==> src/rtl/interboard_pkg.sv <==
// rtl/interboard_pkg.sv - Shared message-type constants and receiver states for the interboard link
package interboard_pkg;

  localparam logic [2:0] MSG_RESET  = 3'd0;
  localparam logic [2:0] MSG_START  = 3'd1;
  localparam logic [2:0] MSG_NUMBER = 3'd2;
  localparam logic [2:0] MSG_WIN    = 3'd3;

  localparam int HDR_FLAG_BIT = 5;

  typedef enum logic [2:0] {
    RX_IDLE,
    RX_HDR_ACK,
    RX_WAIT_BODY,
    RX_BODY_ACK,
    RX_DROP_ACK
  } rx_state_e;

endpackage

==> src/rtl/sync_2ff.sv <==
// rtl/sync_2ff.sv - Two-flop synchroniser for board pins entering the clk domain
module sync_2ff #(
  parameter int WIDTH = 1
) (
  input  logic             clk,
  input  logic             rst,
  input  logic [WIDTH-1:0] d_i,
  output logic [WIDTH-1:0] q_o
);

  logic [WIDTH-1:0] meta_q;
  logic [WIDTH-1:0] sync_q;

  always_ff @(posedge clk or negedge rst) begin
    if (!rst) begin
      meta_q <= '0;
      sync_q <= '0;
    end else begin
      meta_q <= d_i;
      sync_q <= meta_q;
    end
  end

  assign q_o = sync_q;

endmodule

==> src/rtl/interboard_receiver.sv <==
// rtl/interboard_receiver.sv - Four-phase Request/Ack receiver reassembling header+body frames
// Optional watchdog compiled in with INTERBOARD_RX_TIMEOUT_EN.
module interboard_receiver
  import interboard_pkg::*;
#(
  parameter int TIMEOUT_CYCLES = 1000000
) (
  input  logic       clk,
  input  logic       rst,
  input  logic       Request_in,
  input  logic [5:0] inter_data_in,
  output logic       Ack_out,
  output logic       interboard_en,
  output logic [2:0] interboard_msg_type,
  output logic [4:0] interboard_number,
  output logic       interboard_rst,
  output logic       rx_err
);

  logic      req_s;
  logic      hdr_w;
  rx_state_e state_q;
  logic [2:0] type_q;
  logic [4:0] num_q;
  logic [2:0] out_type_q;
  logic [4:0] out_num_q;
  logic      ack_q;
  logic      en_q;
  logic      rst_strobe_q;
  logic      err_q;

  sync_2ff #(.WIDTH(1)) u_req_sync (
    .clk (clk),
    .rst (rst),
    .d_i (Request_in),
    .q_o (req_s)
  );

  assign hdr_w = inter_data_in[HDR_FLAG_BIT];

`ifdef INTERBOARD_RX_TIMEOUT_EN
  localparam int CNT_W = $clog2(TIMEOUT_CYCLES + 1);
  logic [CNT_W-1:0] cnt_q;
  logic             advance;
  logic             timeout;

  // Every waiting state leaves on exactly one req_s level, so this marks a state change.
  assign advance = (state_q == RX_IDLE || state_q == RX_WAIT_BODY) ? req_s : !req_s;
  assign timeout = (state_q != RX_IDLE) && !advance && (cnt_q == CNT_W'(TIMEOUT_CYCLES - 1));
`endif

  always_ff @(posedge clk or negedge rst) begin
    if (!rst) begin
      state_q      <= RX_IDLE;
      type_q       <= '0;
      num_q        <= '0;
      out_type_q   <= '0;
      out_num_q    <= '0;
      ack_q        <= 1'b0;
      en_q         <= 1'b0;
      rst_strobe_q <= 1'b0;
      err_q        <= 1'b0;
`ifdef INTERBOARD_RX_TIMEOUT_EN
      cnt_q        <= '0;
`endif
    end else begin
      en_q         <= 1'b0;
      rst_strobe_q <= 1'b0;
      err_q        <= 1'b0;
      case (state_q)
        RX_IDLE: if (req_s) begin
          ack_q <= 1'b1;
          if (hdr_w) begin
            type_q  <= inter_data_in[2:0];
            state_q <= RX_HDR_ACK;
          end else begin
            err_q   <= 1'b1;
            state_q <= RX_DROP_ACK;
          end
        end
        RX_HDR_ACK: if (!req_s) begin
          ack_q   <= 1'b0;
          state_q <= RX_WAIT_BODY;
        end
        RX_WAIT_BODY: if (req_s) begin
          ack_q <= 1'b1;
          if (hdr_w) begin
            // A second header restarts the frame rather than being dropped.
            err_q   <= 1'b1;
            type_q  <= inter_data_in[2:0];
            state_q <= RX_HDR_ACK;
          end else begin
            num_q   <= inter_data_in[4:0];
            state_q <= RX_BODY_ACK;
          end
        end
        RX_BODY_ACK: if (!req_s) begin
          ack_q        <= 1'b0;
          out_type_q   <= type_q;
          out_num_q    <= num_q;
          en_q         <= 1'b1;
          rst_strobe_q <= (type_q == MSG_RESET);
          state_q      <= RX_IDLE;
        end
        RX_DROP_ACK: if (!req_s) begin
          ack_q   <= 1'b0;
          state_q <= RX_IDLE;
        end
        default: begin
          ack_q   <= 1'b0;
          state_q <= RX_IDLE;
        end
      endcase
`ifdef INTERBOARD_RX_TIMEOUT_EN
      if (timeout) begin
        err_q   <= 1'b1;
        ack_q   <= 1'b0;
        state_q <= RX_IDLE;
        cnt_q   <= '0;
      end else if (advance || state_q == RX_IDLE) begin
        cnt_q <= '0;
      end else begin
        cnt_q <= cnt_q + CNT_W'(1);
      end
`endif
    end
  end

  assign Ack_out             = ack_q;
  assign interboard_en       = en_q;
  assign interboard_msg_type = out_type_q;
  assign interboard_number   = out_num_q;
  assign interboard_rst      = rst_strobe_q;
  assign rx_err              = err_q;

endmodule

==> config.mk <==
export PLATFORM = sky130hd
export DESIGN_NAME = interboard_receiver
export DESIGN_NICKNAME = d
export VERILOG_FILES = /design/src/rtl/interboard_pkg.sv /design/src/rtl/sync_2ff.sv /design/src/rtl/interboard_receiver.sv
export SDC_FILE = /design/constraint.sdc
export NUM_CORES = 1
export LEC_CHECK = 0
export ABC_AREA = 1
export CORE_MARGIN = 10
export CORE_UTILIZATION = 30
export CTS_CLUSTER_SIZE = 8
export DETAILED_ROUTE_END_ITERATION = 8
export PLACE_DENSITY = 0.63
export RECOVER_POWER = 50
export SLEW_MARGIN = 20
export SYNTH_ARGS = -nofsm -noshare
export SYNTH_HDL_FRONTEND = slang
export SYNTH_SLANG_ARGS = --single-unit
==> constraint.sdc <==
create_clock -name clk -period 2.35 [get_ports clk]
set_input_delay 0.705 -clock clk [delete_from_list [all_inputs] [get_ports clk]]
set_output_delay 0.705 -clock clk [all_outputs]
set_load 0.02 [all_outputs]
## After elaboration in Yosys (flattened, before gate mapping)

Cells that the tools add are included.

- Flip-flop bits (word level): 25
- Bits in latches: 0
- Memory bits (writable): 0
- Bits in read-only memories: 0
- Input port bits: 9
- Output and inout port bits: 12
- Logic and storage cells: 52
- Memories: 0

- Add/sub/neg operators: 0
- Multipliers: 0
- Div/mod/pow operators: 0
- $lt $le $gt $ge: 0
- Equal/unequal tests: 10
- Shift-type cells: 0
- Mux-type cells: 19
- Bitwise logic cells: 2
- Reductions and logical operators: 10

Operators with widths:

| kind | count |
|---|---|
| two-way mux 3 bit | 5 |
| one-hot mux 3 bit (4 select lines) | 1 |
| two-way mux 1 bit | 10 |
| equality test 3 x 2 -> 1 bit, second input constant | 2 |
| logical NOT 3 bit | 2 |
| inequality test 2 x 1 -> 1 bit, second input constant | 3 |
| inequality test 2 bit, second input constant | 3 |
| AND reduction 3 bit | 2 |
| one-hot mux 1 bit (2 select lines) | 2 |
| AND reduction 2 bit | 2 |
| AND reduction 4 bit | 1 |
| OR reduction 2 bit | 2 |
| equality test 3 x 1 -> 1 bit, second input constant | 1 |
| equality test 3 bit, second input constant | 1 |
| OR reduction 3 bit | 1 |
| two-way mux 2 bit | 1 |
| NOT 1 bit | 2 |

## Longest topological paths before layout

- Depth after elaboration: 4
- Gate-level depth with buffers: 8
- Mapped depth without buffers: 8

## Cells and area by module

A second synthesis with hierarchy kept.

- Cell total of the unflattened synthesis: 113
- Area, all modules: 1087.3 sq um

Modules (own cells, without submodules):

| module | times used | cells an instance | area each (sq um) | sequential area each (sq um) |
|---|---|---|---|---|
| interboard_receiver | 1 | 111 | 1037.2 | 575.6 |
| sync_2ff | 1 | 2 | 50.0 | 50.0 |

## Least setup slack after synthesis

Ideal clock, no wire load.

- Path kind: input to register
- Start: input port inter_data_in[5]
- End: register num_q[3]
- Setup time: 129 ps
- Arrival: 1222 ps
- Required time: 2221 ps
- Path slack: 999 ps
- Stages: 5
- Path buffers: 0
- Cells stage by stage: inv_1 > ha_1 > nand2_1 > nor2_1 > a21oi_1

- Word-level cells in the longest chain between the ends: 2

Ends and longest elaborated chain:

| item | line | source |
|---|---|---|
| start: declaration | interboard_receiver.sv:11 | `input logic [5:0] inter_data_in,` |
| NOT 1 bit (no source line) | n/a |  |
| AND reduction 3 bit (no source line) | n/a |  |
| end signal: assignment | interboard_receiver.sv:93 | `num_q <= inter_data_in[4:0];` |
| end: declaration | interboard_receiver.sv:24 | `logic [4:0] num_q;` |

No other way between the ends.
A chain may end at the register's enable or synchronous reset.

## Worst setup path after layout

- Start: register out_type_q[0] (netlist: interboard_msg_type[0])
- End: output port interboard_msg_type[0]

RTL lines:

| item | line | source |
|---|---|---|
| start: declaration | interboard_receiver.sv:25 | `logic [2:0] out_type_q;` |
| start signal: assignment | interboard_receiver.sv:99 | `out_type_q <= type_q;` |
| end: declaration | interboard_receiver.sv:14 | `output logic [2:0] interboard_msg_type,` |

No word-level cell between the ends.

==> run_results.csv <==
group,metric,value,unit
status,status,"finished, final reports clean",
clock_tree,clk_pin_slew_worst_paths,130,ps
clock_tree,cts_resized,0,
sta,fmax,500,MHz
layout,area_delta_synth_final,26.7,%
synth,synth_flop_cell,"dfrtp_1",
sta,fin_crit_sh,0.851,
synth,syn_inst,108,
hold_path,hold_class,"reg -> reg",
clock_tree,cts_sinks,25,
power_and_ir_drop,power.density,1070,nW/um^2
clock_tree,cts.path.max_buffers,2,
setup_path,rr_worst_depth,7,
placement,hpwl,1.55,mm
power_and_ir_drop,power_switching_share,0.370,
power_and_ir_drop,p_comb_frac,0.358,
sta,whs,366,ps
setup_path,crit_path_end,"interboard_msg_type[0]",
grt,grt_pass1_wl,3.58,mm
clock_tree,cts_buffers,3,
sta,min_period,2000,ps
setup_path,crit_chain,"clkdlybuf4s50_1",
synth,yosysWarnings,0,
routing,vias,734,
setup_path,max_stage_delay,610,ps
power_and_ir_drop,power.internal,0.857,mW
clock_tree,hold_buffers,0,
sta,setup_viol,0,
routing,drc,0,
sta,tightest_slew,416,ps
setup_path,rrSetupSlack,830,ps
clock_tree,clock_latency,310,ps
synth,synth.most_common_cell,"nand2_1",
clock_tree,htree_levels,1,
synth,ys_seq_area_frac,0.621,
job,cap_violations,0,
setup_path,startpoint,"interboard_msg_type[0]",
sta,fin_ws,350,ps
setup_path,r2r-start,"state_q[2]",
die,die_w,77.9,um
synth,netlist_top_cells_area,"dfrtp_1 (62%), nand2_1 (15%), inv_1 (3.7%)",
clock_tree,post_cts_buffers,0,
setup_path,worstSetupStartpointType,"register",
placement,placedCellCount,172,
setup_path,worstSetupPathType,"reg -> out",
sta,slew_headroom,0.722,
synth,synthTopCellsByCount,"nand2_1 (41), dfrtp_1 (25), inv_1 (10)",
power_and_ir_drop,clkPwrFrac,0.135,
routing,viasPerCell,4.17,
setup_path,crit_slowest_cell,"clkdlybuf4s50_1",
routing,ant_nets,0,
placement,gp_congestion,0.785,
die,core_area,3130,um^2
setup_path,critPathMaxFanout,2,
synth,synth_edf_count,0,
layout,final_util,0.408,
setup_path,cp_num_cells,1,
grt,antenna_found_initial,0,
grt,grt_max_degree,26,
sta,rsz0062_at_grt,"no",
layout,drive_gt1_frac,0.0682,
synth,netlist.area_leader.share,0.621,
setup_path,critPathBufInv,1,
power_and_ir_drop,p_seq_frac,0.508,
grt,grt_overflow,0,
sta,hold_viol_final,0,
setup_path,arrival,1300,ps
routing,drt-initial-drc-count,39,
die,die_y,77.9,um
routing,drt_wl_total,1.98,mm
setup_path,crit_required,1640,ps
power_and_ir_drop,peakVddDrop,0.000297,V
die,initial_core_util,0.322,
die,rows,20,
synth,synth_top_cell_by_area,"dfrtp_1",
synth,synth_seq_cells,25,
sta,setup_tns,0,ps
synth,async_flop_share,1.00,
grt,grt_usage,0.0724,
layout,final_nets,143,
placement,io_buffers,20,
synth,synth_cell_type_count,14,
layout,diodes,0,
die,io_pins,21,
die,dieArea,6070,um^2
layout,fin_cells,176,
setup_path,cpLargestDelayFamily,"buffers and inverters",
setup_path,timing.rr.end,"num_q[4]",
clock_tree,cts-root-buf,"clkbuf_4",
synth,avgSynthCellArea,9.33,um^2
synth,syn_nets,118,
power_and_ir_drop,netSwitchingPower,0.503,mW
clock_tree,cts_tree,"done",
setup_path,setup.worst_path.end_class,"primary output",
power_and_ir_drop,p_leak,0.646,nW
synth,syn-cell-area,1010,um^2
sta,skew,1.56,ps
sta,slew_viol_final,0,
routing,wire_per_inst,11.2,um
placement,pre_cts_ws,370,ps
routing,dr.pass1.iters,4,
grt,grt_pass1_vias,792,
[cells in the final DEF, fill, tap and decap left out]
master	instances
dfrtp_1	25
nor2_1	7
clkbuf_4	3
nor4_4	1
nand3_1	4
inv_2	1
nand2_1	42
dlygate4sd3_1	2
o21ai_0	9
ha_1	1
clkdlybuf4s50_1	18
inv_1	11
a21oi_1	4
nor2_2	2
clkinv_2	1
buf_4	1
[cell type report]
class | instances | area (um^2)
Clock inverter | 1 | 5.00
Inverter | 12 | 45.0
Fill cell | 330 | 1850
Timing Repair Buffer | 21 | 208
Sequential cell | 25 | 626
Tap cell | 44 | 55.1
Clock buffer | 3 | 22.5
Multi-Input combinational cell | 70 | 315
[how the worst min path moves through the flow]
| stage | endpoint | startpoint | slack (ps) | depth (start not counted) |
|---|---|---|---|---|
| after floorplan | u_req_sync.q_o | u_req_sync.meta_q | 330 | 0 |
| after global placement | u_req_sync.q_o | u_req_sync.meta_q | 330 | 0 |
| after detailed placement | u_req_sync.q_o | u_req_sync.meta_q | 340 | 0 |
| after CTS | u_req_sync.q_o | u_req_sync.meta_q | 370 | 0 |
| after global routing | u_req_sync.q_o | u_req_sync.meta_q | 380 | 0 |
| final | u_req_sync.q_o | u_req_sync.meta_q | 370 | 0 |
[through the flow]
step           total power, mW  instance area, um^2
2_1_floorplan            0.994                 1010
3_3_place_gp              1.20                 1260
3_5_place_dp              1.21                 1260
4_1_cts                   1.41                 1290
5_1_grt                   1.48                 1280
6_report                  1.36                 1280
[cells by family after synthesis]
group	Yosys count	synth area share
AND/OR/NAND/NOR	56	0.239
flip-flops	25	0.621
AO/OA/AOI/OAI	13	0.0721
buffers and inverters	13	0.0559
adder cells (fa/ha/maj)	1	0.0124
[sequential cells by signal, indices dropped and copies added (netlist names)]
| signal | count |
|---|---|
| u_req_sync.q_o | 1 |
| interboard_en | 1 |
| type_q | 3 |
| state_q | 3 |
| interboard_rst | 1 |
| u_req_sync.meta_q | 1 |
| interboard_msg_type | 3 |
| num_q | 5 |
| Ack_out | 1 |
| rx_err | 1 |
| interboard_number | 5 |
[power groups by stage]
stage	Sequential [mW]	Combinational, mW	Clock, mW
3_3_place_gp	0.694	0.505	0
3_5_place_dp	0.701	0.514	0
4_1_cts	0.691	0.515	0.199
2_1_floorplan	0.757	0.237	0
5_1_grt	0.713	0.558	0.209
6_report	0.690	0.486	0.183
[per-layer routing]
layer | part of all wire | track usage
met3 | 0.084 | 0.0230
met2 | 0.40 | 0.105
met1 | 0.48 | 0.0847
met4 | 0.035 | 0.0609
met5 | 0 | 0
(Power assumes the default switching activity.)
